$ cat src/rtl/isa_pkg.sv
// Shared instruction-set constants and the raw-word packer used by the encoder
// and, later, by any disassembler/decoder that reads the same format.
package isa_pkg;

    localparam int OPCODE_W = 5;
    localparam int RAW_W    = 18;

    localparam logic [OPCODE_W-1:0] OP_MATMUL           = 5'd0;
    localparam logic [OPCODE_W-1:0] OP_MAX              = 5'd7;
    localparam logic [OPCODE_W-1:0] OP_SUM              = 5'd8;
    localparam logic [OPCODE_W-1:0] OP_COPY             = 5'd13;
    localparam logic [OPCODE_W-1:0] OP_ZERO             = 5'd14;
    localparam logic [OPCODE_W-1:0] OP_LOAD             = 5'd15;
    localparam logic [OPCODE_W-1:0] OP_STORE            = 5'd16;
    localparam logic [OPCODE_W-1:0] OP_LOOP             = 5'd17;
    localparam logic [OPCODE_W-1:0] OP_START_LOOP       = 5'd18;
    localparam logic [OPCODE_W-1:0] OP_JUMP_OR_END_LOOP = 5'd19;
    localparam logic [OPCODE_W-1:0] OP_LAST_LEGAL       = 5'd19;

    typedef logic [0:RAW_W-1] raw_word_t;

    typedef struct packed {
        logic       flag;
        logic [2:0] f3;
        logic [1:0] f2a;
        logic [1:0] f2b;
        logic [1:0] f2c;
        logic       b14;
        logic       b15;
    } instr_fields_t;

    // Bit 0 is the opcode MSB; any field not used by an opcode stays zero.
    function automatic raw_word_t pack_instr(input logic [OPCODE_W-1:0] opcode,
                                             input instr_fields_t        fields);
        raw_word_t raw;
        raw      = '0;
        raw[0:4] = opcode;
        case (opcode)
            OP_MAX, OP_SUM: raw[5] = fields.flag;
            OP_COPY: begin
                raw[5:6] = fields.f2a;
                raw[7:8] = fields.f2b;
            end
            OP_ZERO: raw[5:6] = fields.f2a;
            OP_LOAD, OP_STORE: begin
                raw[5:7]   = fields.f3;
                raw[8:9]   = fields.f2a;
                raw[10:11] = fields.f2b;
                raw[12:13] = fields.f2c;
                raw[14]    = fields.b14;
                raw[15]    = fields.b15;
            end
            OP_LOOP, OP_START_LOOP, OP_JUMP_OR_END_LOOP: raw[5:7] = fields.f3;
            default: ;
        endcase
        return raw;
    endfunction

endpackage

$ cat src/rtl/instr_fifo.sv
// Registered-only FIFO of raw instruction words; a separate occupancy count
// disambiguates full from empty since the pointers wrap naturally.
module instr_fifo
    import isa_pkg::*;
#(
    parameter int DEPTH = 4,
    localparam int PTR_W = $clog2(DEPTH),
    localparam int CNT_W = $clog2(DEPTH + 1)
) (
    input  logic             clk,
    input  logic             reset,
    input  logic             in_valid,
    output logic             in_ready,
    input  raw_word_t        in_data,
    output logic             out_valid,
    input  logic             out_ready,
    output raw_word_t        out_data,
    output logic [CNT_W-1:0] count
);

    raw_word_t        mem [DEPTH];
    logic [PTR_W-1:0] wr_ptr;
    logic [PTR_W-1:0] rd_ptr;
    logic             push;
    logic             pop;

    assign in_ready  = (count != CNT_W'(DEPTH));
    assign out_valid = (count != '0);
    assign push      = in_valid && in_ready;
    assign pop       = out_valid && out_ready;
    // Gate the read port so an empty FIFO never shows stale words.
    assign out_data  = out_valid ? mem[rd_ptr] : '0;

    always_ff @(posedge clk) begin
        if (push) begin
            mem[wr_ptr] <= in_data;
        end
    end

    always_ff @(posedge clk or negedge reset) begin
        if (!reset) begin
            wr_ptr <= '0;
            rd_ptr <= '0;
            count  <= '0;
        end else begin
            if (push) begin
                wr_ptr <= wr_ptr + PTR_W'(1);
            end
            if (pop) begin
                rd_ptr <= rd_ptr + PTR_W'(1);
            end
            case ({push, pop})
                2'b10:   count <= count + CNT_W'(1);
                2'b01:   count <= count - CNT_W'(1);
                default: count <= count;
            endcase
        end
    end

endmodule

$ cat src/rtl/instruction_encoder.sv
// Packs host instruction requests into raw words, screens illegal opcodes and
// loop-nesting violations, and queues legal words for the control unit.
module instruction_encoder
    import isa_pkg::*;
#(
    parameter int DEPTH          = 4,
    parameter int MAX_LOOP_DEPTH = 8,
    parameter int ERR_CNT_W      = 8,
    localparam int LD_W          = $clog2(MAX_LOOP_DEPTH + 1),
    localparam int CNT_W         = $clog2(DEPTH + 1)
) (
    input  logic                 clk,
    input  logic                 reset,
    input  logic                 in_valid,
    output logic                 in_ready,
    input  logic [4:0]           in_opcode,
    input  logic                 in_flag,
    input  logic [2:0]           in_f3,
    input  logic [1:0]           in_f2a,
    input  logic [1:0]           in_f2b,
    input  logic [1:0]           in_f2c,
    input  logic                 in_b14,
    input  logic                 in_b15,
    output logic                 out_valid,
    input  logic                 out_ready,
    output logic [0:17]          raw_instruction,
    output logic [LD_W-1:0]      loop_depth,
    output logic                 err_illegal,
    output logic                 err_loop,
    output logic [ERR_CNT_W-1:0] err_count
);

    instr_fields_t    fields;
    raw_word_t        packed_word;
    raw_word_t        fifo_data;
    logic             fifo_ready;
    logic [CNT_W-1:0] fifo_count;
    logic             accept;
    logic             is_illegal;
    logic             is_open;
    logic             is_close;
    logic             loop_violation;
    logic             push;
    logic             drop;

    assign fields = '{flag: in_flag, f3: in_f3, f2a: in_f2a, f2b: in_f2b,
                      f2c: in_f2c, b14: in_b14, b15: in_b15};
    assign packed_word = pack_instr(in_opcode, fields);

    assign in_ready = fifo_ready && (fifo_count != CNT_W'(DEPTH));
    assign accept   = in_valid && in_ready;

    assign is_illegal = (in_opcode > OP_LAST_LEGAL);
    assign is_open    = (in_opcode == OP_LOOP) || (in_opcode == OP_START_LOOP);
    assign is_close   = (in_opcode == OP_JUMP_OR_END_LOOP);
    assign loop_violation = (is_open  && (loop_depth == LD_W'(MAX_LOOP_DEPTH))) ||
                            (is_close && (loop_depth == '0));

    assign push = accept && !is_illegal && !loop_violation;
    assign drop = accept && (is_illegal || loop_violation);

    instr_fifo #(.DEPTH(DEPTH)) u_fifo (
        .clk       (clk),
        .reset     (reset),
        .in_valid  (push),
        .in_ready  (fifo_ready),
        .in_data   (packed_word),
        .out_valid (out_valid),
        .out_ready (out_ready),
        .out_data  (fifo_data),
        .count     (fifo_count)
    );

    assign raw_instruction = fifo_data;

    // Depth tracks accepted loop words, not words leaving the FIFO.
    always_ff @(posedge clk or negedge reset) begin
        if (!reset) begin
            loop_depth  <= '0;
            err_illegal <= 1'b0;
            err_loop    <= 1'b0;
            err_count   <= '0;
        end else begin
            err_illegal <= accept && is_illegal;
            err_loop    <= accept && !is_illegal && loop_violation;
            if (push && is_open) begin
                loop_depth <= loop_depth + LD_W'(1);
            end else if (push && is_close) begin
                loop_depth <= loop_depth - LD_W'(1);
            end
            if (drop && (err_count != '1)) begin
                err_count <= err_count + ERR_CNT_W'(1);
            end
        end
    end

endmodule

$ cat config.mk
export PLATFORM = sky130hd
export DESIGN_NAME = instruction_encoder
export DESIGN_NICKNAME = d
export VERILOG_FILES = /design/src/rtl/isa_pkg.sv /design/src/rtl/instr_fifo.sv /design/src/rtl/instruction_encoder.sv
export SDC_FILE = /design/constraint.sdc
export NUM_CORES = 1
export LEC_CHECK = 0
export CORE_ASPECT_RATIO = 0.9
export CORE_MARGIN = 5
export CORE_UTILIZATION = 57
export CTS_BUF_LIST = sky130_fd_sc_hd__clkbuf_8
export DETAILED_ROUTE_END_ITERATION = 12
export GPL_TIMING_DRIVEN = 0
export PLACE_DENSITY = 0.92
export SYNTH_ARGS = -nofsm -noshare
export SYNTH_HDL_FRONTEND = slang
export SYNTH_HIERARCHICAL = 1
export SYNTH_SLANG_ARGS = --single-unit
$ cat constraint.sdc
create_clock -name clk -period 3.6 [get_ports clk]
set_input_delay 0.36 -clock clk [delete_from_list [all_inputs] [get_ports clk]]
set_output_delay 0.36 -clock clk [all_outputs]
set_load 0.02 [all_outputs]
Yosys cells after proc, flatten, opt, wreduce, memory -nomap -nowiden
Memory sizes are Yosys's and may differ from the RTL's. Cells that the tools add are included.

Register bits: 21. Memory bits (writable): 64. Bits of input ports: 21. Output and inout bits: 34. Logic and storage cells: 67. Memories: 1.

Add/sub/neg operators: 7. Magnitude comparators: 1. Eq/ne operators: 14. Mux-type cells: 11. Reduce and logical (&&, ||, !) cells: 26.

Memories: u_fifo.mem (words 4, bits a word 16, rd ports 1, clocked after Yosys merged registers in 0, write ports 1, line instr_fifo.sv:21) `raw_word_t mem [DEPTH];`.

Operators by type and width (count): $eq 5x4->1 const B (4); $eq 5x5->1 const B (4); $mux 18 (1); $logic_and 1x1->1 (13); $add 8x1->8 const B (1); $mux 4 (2); $ne 8x8->1 const B (1); $mux 7 (1); $pmux 1 s2 (3); $pmux 3 s2 (1); $reduce_or 2->1 (3); $eq 5x3->1 const B (1); $gt 5x5->1 const B (1); $reduce_or 5->1 (1); $add 2x1->2 const B (2); $add 4x1->4 const B (1); $eq 4x4->1 const B (1); $logic_not 4->1 (1); $reduce_bool 2->1 (2); $sub 4x1->4 const B (1); $add 3x1->3 const B (1); $logic_or 1x1->1 (3); $ne 3x3->1 const B (1); $pmux 1 s3 (1); 6 further kinds (8).

Depth between registers and ports, before layout
Depth in word-level cells: 9. Gate-level depth with buffers: 13. Mapped depth without buffers: 12.

Hierarchy
Netlist, hierarchy kept.

By module, submodules not included: instr_fifo (times used 1, cells each 151, area each 3134.3 um2, seq. area each 2337.2 um2); instruction_encoder (times used 1, cells each 105, area each 1004.7 um2, seq. area each 350.3 um2).

Least setup slack after synthesis
OpenSTA, ideal clock, no wires.

Kind: flip-flop to flip-flop. From: reg u_fifo.count[2]. To: reg loop_depth[3]. Library setup time: 0.080 ns. Arrival time: 2.699 ns. Required time: 3.520 ns. Slack: 0.821 ns. Stages on the path, launching flop included: 12. Buffers on the path: 0. Period minus slack after synthesis: 2.779 ns. Path through: dfrtp_1 -> or3b_4 -> and2_1 -> nand3_1 -> or3_4 -> nand2b_1 -> ha_1 -> a21o_1 -> a21oi_1 -> xor2_1 -> nor4_1 -> xor2_1.

Longest elaborated chain between the ends: 6. Elaborated cells between the ends (all ways): 8. Classes of those cells: eq/ne (1); mux (1); reduce/logical (6).

RTL lines: start: declaration (line instr_fifo.sv:18) `output logic [CNT_W-1:0] count`; start signal: assignment (line instr_fifo.sv:53) `2'b10: count <= count + CNT_W'(1);`; start signal: assignment (line instr_fifo.sv:54) `2'b01: count <= count - CNT_W'(1);`; start signal: assignment (line instr_fifo.sv:55) `default: count <= count;`; $ne 3x3->1 (*) (line instr_fifo.sv:27) `assign in_ready = (count != CNT_W'(DEPTH));`; via fifo_ready (line instruction_encoder.sv:36) `logic fifo_ready;`; $logic_and 1x1->1 (*) (line instruction_encoder.sv:51) `assign accept = in_valid && in_ready;`; $logic_and 1x1->1 (*) (2 in series) (line instruction_encoder.sv:59) `assign push = accept && !is_illegal && !loop_violation;`; $logic_and 1x1->1, on equally long branches (line instruction_encoder.sv:86, instruction_encoder.sv:88); $mux 4 / $reduce_bool 2->1 (equally long branches); end signal: assignment (line instruction_encoder.sv:87) `loop_depth <= loop_depth + LD_W'(1);`; end signal: assignment (line instruction_encoder.sv:89) `loop_depth <= loop_depth - LD_W'(1);`; end: declaration (line instruction_encoder.sv:27) `output logic [LD_W-1:0] loop_depth,`.

Mark *: on every way through the listed nets, which the timed path passes. The rest lies on a longest branch. A chain may end at the register's enable or synchronous reset.

Worst setup path in the final report
From: in in_opcode[4]. To: reg loop_depth[3].

Longest elaborated chain between the ends: 8. Elaborated cells between the ends (all ways): 16. Classes of those cells: order compare (1); eq/ne (3); mux (1); reduce/logical (11).

RTL lines: start: declaration (line instruction_encoder.sv:16) `input logic [4:0] in_opcode,`; branches (longest 8 deep; another with $gt 5x5->1).

Parallel ways; which one is timed is not known.

==> metrics <==
Period minus WS final roughly 3.1 ns; ANT cells 0; Syn-to-layout area delta 21.58%; final net count about 360; max_cap viols 0; commonest non-fill, non-tap cell in the layout edfxtp_1; status finished clean; Logic pwr share 0.440; NetSw between 1 and 1.5 mW; H-Tree Depth 3; reg2reg start u_fifo/count[2]$_DFFE_PN0P_; pre-CTS setup slack approximately 0.1 ns; CP required 3.87 ns; sequential share of the synthesized area 0.6493; First-pass DRT Iterations 4; I/O Pins 55; Hold Path Depth 1; antenna viol nets, final 0; VDD IR max 0.4329 mV; Clock Latency Late Sink 0.35 ns; Internal Power between 2 and 3 mW; CTS tree yes; largest net degree at the start of global routing 22; power density cells 782.4 nW/um2; die footprint approximately 9000 um2; grt met1 use 0.2316; CP Capture Type flip-flop; setup TNS 0 ns; sw frac 0.3443; HP Start err_count[6]$_DFFE_PN0P_; Area after DPL 4822 um2; asr flop ratio synth 0.2258; Startpoint Class input pin; Reg power frac 0.382; post-route setup slack 0.4543 ns; Arr. time, crit path 3.42 ns; Post-CTS Resized 0; Most Frequent Cell on Critical Path xor2_1; post-synth top area share 0.5224; Hold Path End err_count[6]$_DFFE_PN0P_; Remaining DRCs 0; crit-path max cell delay 0.66 ns; DR WL/cell 19.01 um; Least-Margin Pin Slew a little over 1 ns; CTS max path bufs 2; number of enable flip-flop cells after synthesis 72; total number of vias 2,412; Avg Inst Size Synth between 15 and 20 um2; Initial Util 0.5850; GRT Resource Usage Total 0.1902; met3 global-route usage 0.05869; Worst Hold Class reg2reg; final hold slack ~0.51 ns; DRT iter0 DRCs approximately 120; post-route cell area just over 5000 um2; vias per cell 5.662; CTS buffer count 9; clock sinks 93; Final Skew roughly 0.013 ns; critical-path cell list clkdlybuf4s50_1 > nor3b_4 > o21ai_1 > or3_4 > nand2b_1 > ha_1 > a21o_1 > a21oi_1 > xor2_1 > nor4_1 > xor2_1; leakage power between 1.5 and 2 nW; synth warn 6; global route hottest layer met2; max-slew violations 0; clk root buf clkbuf_8; Reg clk slew, reported paths 0.09 ns; crit path max fanout 9; Post-Syn Instances 256; reg2reg setup slack between 0.6 and 0.7 ns; final hold vios 0; gr ovfl total 0; Final Non-Filler Cells between 400 and 500; setup violators final 0; Primary FF master, synth edfxtp_1; Synth Register Bits 93; Rel. slew slack 0.3152; post-synthesis cell type with the largest combined area edfxtp_1; Die Span Y ~90 um; row cnt 29; Netlist cell types 46; dpl cells 410; WS Path Type in2reg; post-CTS setup buffer count 0; number of global-route vias before repair 2,482; Core Footprint 7076 um2; CP max stage cell clkdlybuf4s50_1; Area contributors post-synth edfxtp_1, dfrtp_1, mux4_2; fmax between 300 and 400 MHz; chip width ~100 um; r2r endpoint loop_depth[3]$_DFFE_PN0P_; Syn Std Cell Area 4139 um2; crit share post-route 0.8738; Clock power frac 0.178; gpl congestion 0.7609; PortBufs 54; routing usage on met2 0.3194; share of cells above drive strength 1 0.1592; final WL just over 8000 um; global-route wire length before repair around 13,000 um; RSZ-0062 raised after global routing false; # hold bufs at CTS 0; FF-to-FF path depth 11; hpwl dp 5473 um; initial antenna violation count 0; commonest non-fill, non-tap cells in the layout edfxtp_1, clkdlybuf4s50_1, dfrtp_1
-- state kept, by name (all words and copies together), names as in the netlist --
register       cells
err_illegal        1
loop_depth         4
err_loop           1
u_fifo/rd_ptr      2
u_fifo/count       3
u_fifo/wr_ptr      2
u_fifo/mem        72
err_count          8
-- power groups by stage --
stage	registers [mW]	logic, mW	clock network, mW
floorplan	1.55	1.04	0
global placement	1.51	1.70	0
detailed placement	1.52	1.75	0
CTS	1.50	1.76	0.713
global route	1.53	1.86	0.764
finish	1.50	1.73	0.702
-- metrics by stage --
step,power [mW],util
floorplan,2.589,-
global placement,3.203,0.6815
detailed placement,3.268,0.6815
CTS,3.974,0.7112
global route,4.148,0.7112
finish,3.937,0.7112
-- metal layers --
| layer | vias up | routed length, um |
|---|---|---|
| li1 | 1095 | - |
| met1 | 1189 | 3220 |
| met2 | 113 | 4028 |
| met3 | 15 | 669 |
| met4 | 0 | 179 |
| met5 | - | 0 |
-- critical path, delay by kind of cell --
family | cells | cell delay [ns]
AND/OR/NAND/NOR | 4 | 1.33
AO/OA/AOI/OAI | 3 | 0.51
buffers and inverters | 1 | 0.66
XOR/XNOR | 2 | 0.26
adder cells (fa/ha/maj) | 1 | 0.30
-- area by class of cell --
type                    instances  area (um2)
flip-flops and latches         93        2688
fillers                       457        2043
multi-input cells             154        1399
repair buffers                 54       540.5
clock buffers                   9       123.9
well taps                      93       116.4
clock inverters                 7       86.33
plain buffers                   8       48.80
inverters                       8       30.03
-- how the worst max path moves through the flow --
stage	slack, ns	to	startpoint
6_report	0.45	loop_depth[3]$_DFFE_PN0P_	in_opcode[4]
5_1_grt	0.21	loop_depth[3]$_DFFE_PN0P_	in_opcode[3]
4_1_cts	0.47	loop_depth[3]$_DFFE_PN0P_	in_opcode[4]
3_5_place_dp	0.1	loop_depth[3]$_DFFE_PN0P_	in_opcode[4]
3_3_place_gp	0.24	loop_depth[3]$_DFFE_PN0P_	in_opcode[4]
2_1_floorplan	0.82	loop_depth[3]$_DFFE_PN0P_	u_fifo/count[2]$_DFFE_PN0P_
-- synth_stat cells, types with 3 or more instances --
cell type	count
edfxtp_1	72
dfrtp_1	21
and2_1	20
mux4_2	18
xnor2_1	11
and3_1	10
nand3_1	10
ha_1	8
inv_1	8
nand2_1	8
xor2_1	8
nor2b_1	7
nor2_1	6
nor3_1	4
a31oi_1	3
buf_2	3
mux2_4	3
-- logic make-up (layout without fill, tap and decap cells) --
logic type | after synthesis | count (layout) | share of synthesized area
adders and majority gates | 10 | 10 | 0.03386
muxes | 25 | 25 | 0.1194
buffers and inverters | 16 | 86 | 0.01904
and+or+nand+nor | 76 | 76 | 0.1094
xor gates and xnor gates | 19 | 19 | 0.04021
other | 1 | 8 | 0.0009060
DFF | 93 | 93 | 0.6493
AOI/OAI and AO/OA | 16 | 16 | 0.02782
No activity file was read; power rests on OpenSTA's default activity.
